File: src/rtl/da_dct_accumulator_if.sv
`default_nettype none
// ============================================================================
// Module   : da_dct_accumulator_if
// Brief    : Sample-in, ROM and result-out signal bundle for the DA DCT engine.
// Revision : 1.0 - initial release
// ============================================================================
interface da_dct_accumulator_if #(
    parameter int DATA_W = 16,
    parameter int COEF_W = 16
);
    localparam int ACC_W = DATA_W + COEF_W + 1;

    logic              in_valid;
    logic              in_ready;
    logic [DATA_W-1:0] x0;
    logic [DATA_W-1:0] x1;
    logic [DATA_W-1:0] x2;
    logic [DATA_W-1:0] x3;
    logic [2:0]        rom_addr;
    logic              rom_cs;
    logic [COEF_W-1:0] rom_data;
    logic              out_valid;
    logic              out_ready;
    logic [ACC_W-1:0]  result;

    modport slave (
        input  in_valid, x0, x1, x2, x3, rom_data, out_ready,
        output in_ready, rom_addr, rom_cs, out_valid, result
    );

    modport master (
        output in_valid, x0, x1, x2, x3, rom_data, out_ready,
        input  in_ready, rom_addr, rom_cs, out_valid, result
    );
endinterface
`default_nettype wire

File: src/rtl/da_dct_accumulator.sv
`default_nettype none
// ============================================================================
// Module   : da_dct_accumulator
// Brief    : Bit-serial distributed-arithmetic shift-accumulate for one DCT coefficient.
// Revision : 1.0 - initial release
// ============================================================================
module da_dct_accumulator #(
    parameter int DATA_W = 16,
    parameter int COEF_W = 16
) (
    input  wire logic                  clk,
    input  wire logic                  rst_n,
    da_dct_accumulator_if.slave        bus
);
    localparam int ACC_W = DATA_W + COEF_W + 1;
    localparam int CNT_W = $clog2(DATA_W);

    typedef enum logic [1:0] {
        S_IDLE = 2'd0,
        S_RUN  = 2'd1,
        S_DONE = 2'd2
    } state_t;

    state_t                   r_state;
    state_t                   w_state_nxt;
    logic [DATA_W-1:0]        r_x0;
    logic [DATA_W-1:0]        r_x1;
    logic [DATA_W-1:0]        r_x2;
    logic [DATA_W-1:0]        r_x3;
    logic [CNT_W-1:0]         r_cnt;
    logic signed [ACC_W-1:0]  r_acc;
    logic signed [ACC_W-1:0]  r_result;
    logic                     r_out_valid;

    logic                     w_in_ready;
    logic                     w_rom_cs;
    logic [2:0]               w_rom_addr;
    logic [2:0]               w_slice;
    logic                     w_last;
    logic signed [ACC_W-1:0]  w_rom_ext;
    logic signed [ACC_W-1:0]  w_term;
    logic signed [ACC_W-1:0]  w_acc_nxt;

    assign w_slice = {r_x1[DATA_W-1], r_x2[DATA_W-1], r_x3[DATA_W-1]};
    assign w_last  = (r_cnt == CNT_W'(DATA_W - 1));

    // Sign-extending straight to ACC_W keeps negation of the most negative ROM word exact.
    assign w_rom_ext = {{(ACC_W-COEF_W){bus.rom_data[COEF_W-1]}}, bus.rom_data};
    assign w_term    = r_x0[DATA_W-1] ? -w_rom_ext : w_rom_ext;
    // The MSB slice carries the two's-complement sign weight, hence the negated seed.
    assign w_acc_nxt = (r_cnt == '0) ? -w_term : ((r_acc <<< 1) + w_term);

    always_ff @(posedge clk) begin
        if (!rst_n) begin
            r_state <= S_IDLE;
        end else begin
            r_state <= w_state_nxt;
        end
    end

    always_comb begin
        w_state_nxt = r_state;
        w_in_ready  = 1'b0;
        w_rom_cs    = 1'b0;
        w_rom_addr  = 3'd0;
        case (r_state)
            S_IDLE: begin
                w_in_ready = 1'b1;
                if (bus.in_valid) begin
                    w_state_nxt = S_RUN;
                end
            end
            S_RUN: begin
                w_rom_cs   = 1'b1;
                w_rom_addr = r_x0[DATA_W-1] ? ~w_slice : w_slice;
                if (w_last) begin
                    w_state_nxt = S_DONE;
                end
            end
            S_DONE: begin
                if (bus.out_ready) begin
                    w_state_nxt = S_IDLE;
                end
            end
            default: begin
                w_state_nxt = S_IDLE;
            end
        endcase
    end

    always_ff @(posedge clk) begin
        if (!rst_n) begin
            r_x0        <= '0;
            r_x1        <= '0;
            r_x2        <= '0;
            r_x3        <= '0;
            r_cnt       <= '0;
            r_acc       <= '0;
            r_result    <= '0;
            r_out_valid <= 1'b0;
        end else begin
            if (r_state == S_IDLE && bus.in_valid) begin
                r_x0  <= bus.x0;
                r_x1  <= bus.x1;
                r_x2  <= bus.x2;
                r_x3  <= bus.x3;
                r_cnt <= '0;
                r_acc <= '0;
            end else if (r_state == S_RUN) begin
                r_x0  <= {r_x0[DATA_W-2:0], 1'b0};
                r_x1  <= {r_x1[DATA_W-2:0], 1'b0};
                r_x2  <= {r_x2[DATA_W-2:0], 1'b0};
                r_x3  <= {r_x3[DATA_W-2:0], 1'b0};
                r_cnt <= r_cnt + 1'b1;
                r_acc <= w_acc_nxt;
                if (w_last) begin
                    r_result    <= w_acc_nxt;
                    r_out_valid <= 1'b1;
                end
            end else if (r_state == S_DONE && bus.out_ready) begin
                r_out_valid <= 1'b0;
            end
        end
    end

    assign bus.in_ready  = w_in_ready;
    assign bus.rom_cs    = w_rom_cs;
    assign bus.rom_addr  = w_rom_addr;
    assign bus.out_valid = r_out_valid;
    assign bus.result    = r_result;
endmodule
`default_nettype wire
File: src/flat_wrapper.sv
// flat-port wrapper written by rule: the top's interface ports become plain ports
module da_dct_accumulator_flat 
#(
    parameter int DATA_W = 16,
    parameter int COEF_W = 16
)
  (clk, rst_n, bus_in_valid, bus_x0, bus_x1, bus_x2, bus_x3, bus_rom_data, bus_out_ready, bus_in_ready, bus_rom_addr, bus_rom_cs, bus_out_valid, bus_result);
  da_dct_accumulator_if #(.DATA_W(DATA_W), .COEF_W(COEF_W)) bus_i ();
  input  wire logic clk;
  input  wire logic rst_n;
  input wire logic [$bits(bus_i.in_valid)-1:0] bus_in_valid;
  input wire logic [$bits(bus_i.x0)-1:0] bus_x0;
  input wire logic [$bits(bus_i.x1)-1:0] bus_x1;
  input wire logic [$bits(bus_i.x2)-1:0] bus_x2;
  input wire logic [$bits(bus_i.x3)-1:0] bus_x3;
  input wire logic [$bits(bus_i.rom_data)-1:0] bus_rom_data;
  input wire logic [$bits(bus_i.out_ready)-1:0] bus_out_ready;
  output wire logic [$bits(bus_i.in_ready)-1:0] bus_in_ready;
  output wire logic [$bits(bus_i.rom_addr)-1:0] bus_rom_addr;
  output wire logic [$bits(bus_i.rom_cs)-1:0] bus_rom_cs;
  output wire logic [$bits(bus_i.out_valid)-1:0] bus_out_valid;
  output wire logic [$bits(bus_i.result)-1:0] bus_result;
  assign bus_i.in_valid = bus_in_valid;
  assign bus_i.x0 = bus_x0;
  assign bus_i.x1 = bus_x1;
  assign bus_i.x2 = bus_x2;
  assign bus_i.x3 = bus_x3;
  assign bus_i.rom_data = bus_rom_data;
  assign bus_i.out_ready = bus_out_ready;
  assign bus_in_ready = bus_i.in_ready;
  assign bus_rom_addr = bus_i.rom_addr;
  assign bus_rom_cs = bus_i.rom_cs;
  assign bus_out_valid = bus_i.out_valid;
  assign bus_result = bus_i.result;
  da_dct_accumulator #(.DATA_W(DATA_W), .COEF_W(COEF_W)) u_core (.clk(clk), .rst_n(rst_n), .bus(bus_i));
endmodule
File: config.mk
export PLATFORM = sky130hd
export DESIGN_NAME = da_dct_accumulator_flat
export DESIGN_NICKNAME = d
export VERILOG_FILES = /design/src/rtl/da_dct_accumulator_if.sv /design/src/rtl/da_dct_accumulator.sv /design/src/flat_wrapper.sv
export SDC_FILE = /design/constraint.sdc
export NUM_CORES = 1
export LEC_CHECK = 0
export ABC_AREA = 1
export BUFFER_PORTS_ARGS = -buffer_cell sky130_fd_sc_hd__buf_2
export CORE_MARGIN = 2
export CORE_UTILIZATION = 34
export DETAILED_ROUTE_END_ITERATION = 10
export PLACE_DENSITY = 0.57
export SYNTH_ARGS = -nofsm -noshare
export SYNTH_HDL_FRONTEND = slang
export SYNTH_SLANG_ARGS = --single-unit
File: constraint.sdc
create_clock -name clk -period 3.66 [get_ports clk]
set_input_delay 0.366 -clock clk [delete_from_list [all_inputs] [get_ports clk]]
set_output_delay 0.366 -clock clk [all_outputs]
set_load 0.01 [all_outputs]
==> key figures <==
Timing
  • Setup-failing EPs final: 0
  • Time the final worst path needs with I/O delays and setup: 3.23 ns
  • Total negative slack for setup checks: 0 ns
  • Worst-case clock skew: 0.0165 ns
  • Number of failing hold endpoints at the final stage: 0
  • RSZ-0062 raised after global routing: false
  • Worst max-slew margin expressed relative to the limit: 42.2%
  • Max-slew violations: 0
  • Worst Max-Slew Pin Slew: 0.865 ns
  • Max frequency: about 310 MHz
  • Fin crit share: approximately nine tenths

Clock tree
  • Post-CTS setup buffer count: 0
  • Number of buffers on the longest clock path: 2
  • Number of buffers created by CTS: 17
  • CTS tree: yes
  • Number of instances resized during post-cts repair: 0
  • Clock network latency to the later pin of the worst-skew pair: 0.44 ns
  • H-tree depth reported by CTS: 4
  • Register clock-pin slew on the reported worst setup and hold paths: 0.08 ns
  • TritonCTS sink count: 136
  • Root buffer cell: clkbuf_16
  • Hold-fix buffer count after cts: 0

Power
  • Power density over cell area: 420 nW/um^2
  • Net switching power: about 1.5 mW
  • Leakage power: 4.93 nW
  • Share of power burned in registers: a little under two fifths
  • Fraction of power spent switching nets: a little over a third
  • Internal power: 2.80 mW
  • Combinational share of power: 21.6%
  • Peak supply drop: 0.333 mV
  • Clock group share of total power: 41.3%

GRT
  • GRT met3 Usage: 5.28%
  • Overall track demand over capacity in global routing: between 20% and 30%
  • Met2 usage in global routing: 32.9%
  • First-pass GRT wire length: 43.6 mm
  • Fraction of met1 tracks used by global routing: 27.2%
  • Layer with the highest usage: met2
  • Number of global-route vias before repair: 8,665
  • GRT overflow: 0
  • Maximum number of pins on one net before global-route repair: 66
  • Antenna violations before repair: 0

Placed design
  • Placed Cells incl. Taps: 1,804
  • Estimated wirelength of the detail-placed design: 20.3 mm
  • Global placer's final weighted congestion: roughly 0.92
  • Input/output buffers: 122

Cells and area
  • Share of post-route cells with drive strength above 1: around 15%
  • Nets: 1,616
  • Footprint of the multi-input gates: around 5200 um^2
  • Final instance count without filler cells: around 1.8k
  • Fillcell total: 2,828
  • Area Overhead vs Synth: 18.3%
  • Sequential Area: 2720 um^2
  • Antenna cells: 0

Synth
  • Adder and majority cell fraction of the synthesized area: under 10%
  • Library cells used by synthesis: 40
  • Largest family of logic cells by synthesized area: simple AND/OR/NAND/NOR gates
  • Post-synthesis instance area: 8670 um^2
  • Synthesized flop and latch total: 136
  • Post-synth EDFFs: 0
  • Dominant synthesized flop cell: dfxtp_1
  • Count of warnings emitted by yosys: 0
  • Average footprint of a synthesized cell: 6.24 um^2
  • Post-synthesis sequential area ratio: a little under a third
  • Syn_nets: 1,511
  • Mux contribution to synthesized area: 0%
  • Share of async-settable or async-resettable flops after synthesis: 0%
  • Simple-gate share of the synthesized area: between 30% and 40%
  • Dominant cells by area after synthesis: dfxtp_1, nand2_1, nor2_1
  • Post-Syn Instances: 1,388
  • Cell taking the most area after synthesis: dfxtp_1
  • Yosys top cell area share: between 30% and 40%
  • XOR/XNOR share of the synthesized area: 1.11%
  • Post-synthesis compound-gate area fraction: 14.9%

Drt
  • Wire length per cell: between 10 and 15 um
  • Total via count after detailed routing: between 9k and 10k
  • Number of remaining DRC errors: 0
  • Antenna-violating nets left: 0
  • Final routed wirelength across all metal layers: roughly 27 mm
  • Number of detailed-routing iterations run before antenna repair: 4
  • Initial DRC count: just under 500
  • Detail-routed via count per cell: approximately 5

Status
  • Status: complete, no violations

Critical path
  • Required time at the worst-slack endpoint: about 4.0 ns
  • Reg2reg start: u_core.r_x0[15]
  • Worst setup slack for register-to-register paths: 0.43 ns
  • Kind of end point of the critical path: flip-flop
  • Worst setup path end: u_core.bus.result[19]
  • Launch point of the critical path: u_core.r_x0[15]
  • Logic depth of the worst register-to-register path: 17
  • Endpoint of the worst-slack reg-to-reg timing path: u_core.bus.result[19]
  • Crit path kind: reg2reg
  • Data arrival time of the critical path: ~3.6 ns
  • Largest driver fanout on the critical path: 13
  • Startpoint Class: flip-flop

Hold path
  • Class of the worst hold path: in2reg
  • Worst Min Path Start: bus_x1[0]

Floorplanning
  • Horizontal die dimension: 164 um
  • Floorplan die height: 164 um
  • Placeable Area: 25,100 um^2
  • I/O pin total: 123
  • Starting utilization of the core area: 34.5%
  • DIE AREA: 26,800 um^2
  • Cell row count: 58

Flow run
  • Count of max-cap constraint violations: 0
power groups by stage:
stage               sequential (mW)  combinational [mW]  clock (mW)
floorplan                      1.62               0.659           0
global route                   1.61                1.05        1.88
global placement               1.63               0.920           0
CTS                            1.60               0.927        1.82
finish                         1.60               0.929        1.78
detailed placement             1.63               0.923           0
cells by family after synthesis:
logic type / Yosys count
adders and majority gates: 39
AOI/OAI and AO/OA: 228
buffers and inverters: 195
and+or+nand+nor: 779
DFF: 136
xor gates and xnor gates: 11
how the worst min path moves through the flow:
stage                     slack [ns]  cells past startpoint                   end
final                           0.18                      3        u_core.r_x1[0]
after global routing            0.18                      3        u_core.r_x1[8]
after CTS                       0.17                      3        u_core.r_x2[0]
after detailed placement        0.45                      2  u_core.bus.out_valid
after global placement          0.45                      2        u_core.r_x2[0]
after floorplan                 0.43                      1       u_core.r_cnt[2]
cells in the mapped netlist, types with 3 or more instances:
| cell type | number |
|---|---|
| nand2_2 | 14 |
| dfxtp_1 | 136 |
| nand2_1 | 413 |
| clkbuf_1 | 44 |
| buf_2 | 6 |
| xnor2_1 | 7 |
| nor2_1 | 184 |
| o21a_1 | 4 |
| ha_1 | 38 |
| buf_6 | 3 |
| inv_2 | 7 |
| or2_2 | 6 |
| nor3_1 | 8 |
| nand3b_1 | 9 |
| o21ai_0 | 65 |
| a31oi_1 | 72 |
| nand4_1 | 8 |
| a21o_1 | 7 |
| xor2_1 | 4 |
| o21bai_1 | 4 |
| inv_1 | 132 |
| nor2_4 | 4 |
| nand3_1 | 113 |
| a21oi_1 | 69 |
| nor2_2 | 10 |
layout by cell type, fill, tap and decap left out, drive strengths merged, types with 10 or more instances in the layout:
cell type and n:
a21oi 69, a31oi 72, buf 141, clkbuf 17, dfxtp 136, ha 38, inv 147, nand2 429
nand3 115, nand3b 10, nor2 199, o21ai 69
worst max-delay path, cell delays in order (launching register included):
cell	delay (ns)
dfxtp_1	0.55
buf_4	0.27
inv_2	0.10
o21ai_2	0.14
nand2_1	0.16
fa_1	0.45
nand3_1	0.09
nand2_1	0.10
a21oi_1	0.24
inv_1	0.09
nand3_1	0.09
nand2_1	0.15
nand2_1	0.09
nand2_1	0.07
o21ai_0	0.28
nand3_1	0.12
nand2_1	0.09
inv_1	0.03
layer usage:
| metal | routed length [um] | part of all wire [%] | up-vias |
|---|---|---|---|
| met5 | 0 | 0 | - |
| met4 | 362 | 1.4 | 0 |
| met3 | 1510 | 5.6 | 21 |
| met2 | 11900 | 45 | 195 |
| met1 | 13000 | 48 | 4170 |
| li1 | - | - | 4722 |
per-stage QoR:
step,power [mW],setup WS [ns],hold WS (ns),area [um^2],utilization (%)
floorplan,2.28,0.602,0.434,8670,-
global placement,2.55,0.214,0.450,9630,38.4
detailed placement,2.55,0.183,0.455,9630,38.4
CTS,4.34,0.425,0.168,10300,40.8
global route,4.54,0.0734,0.179,10300,40.8
finish,4.31,0.432,0.177,10300,40.8
final cells by class:
| type | count | area share, % |
|---|---|---|
| Clock buffer | 17 | 4.15 |
| Clock inverter | 15 | 1.92 |
| Inverter | 140 | 5.13 |
| Multi-Input combinational cell | 1057 | 50.8 |
| Sequential cell | 136 | 26.6 |
| Tap cell | 330 | 4.03 |
| Timing Repair Buffer | 141 | 7.47 |
flip-flops by register name, indices dropped and copies added, names as in the netlist:
register and flops:
u_core.r_x3 16, u_core.r_x2 16, u_core.bus.out_valid 1, u_core.r_cnt 4, u_core.r_acc 32, u_core.bus.result 33, u_core.r_x1 16, u_core.r_state 2
u_core.r_x0 16
No activity file was read; power rests on OpenSTA's default activity.
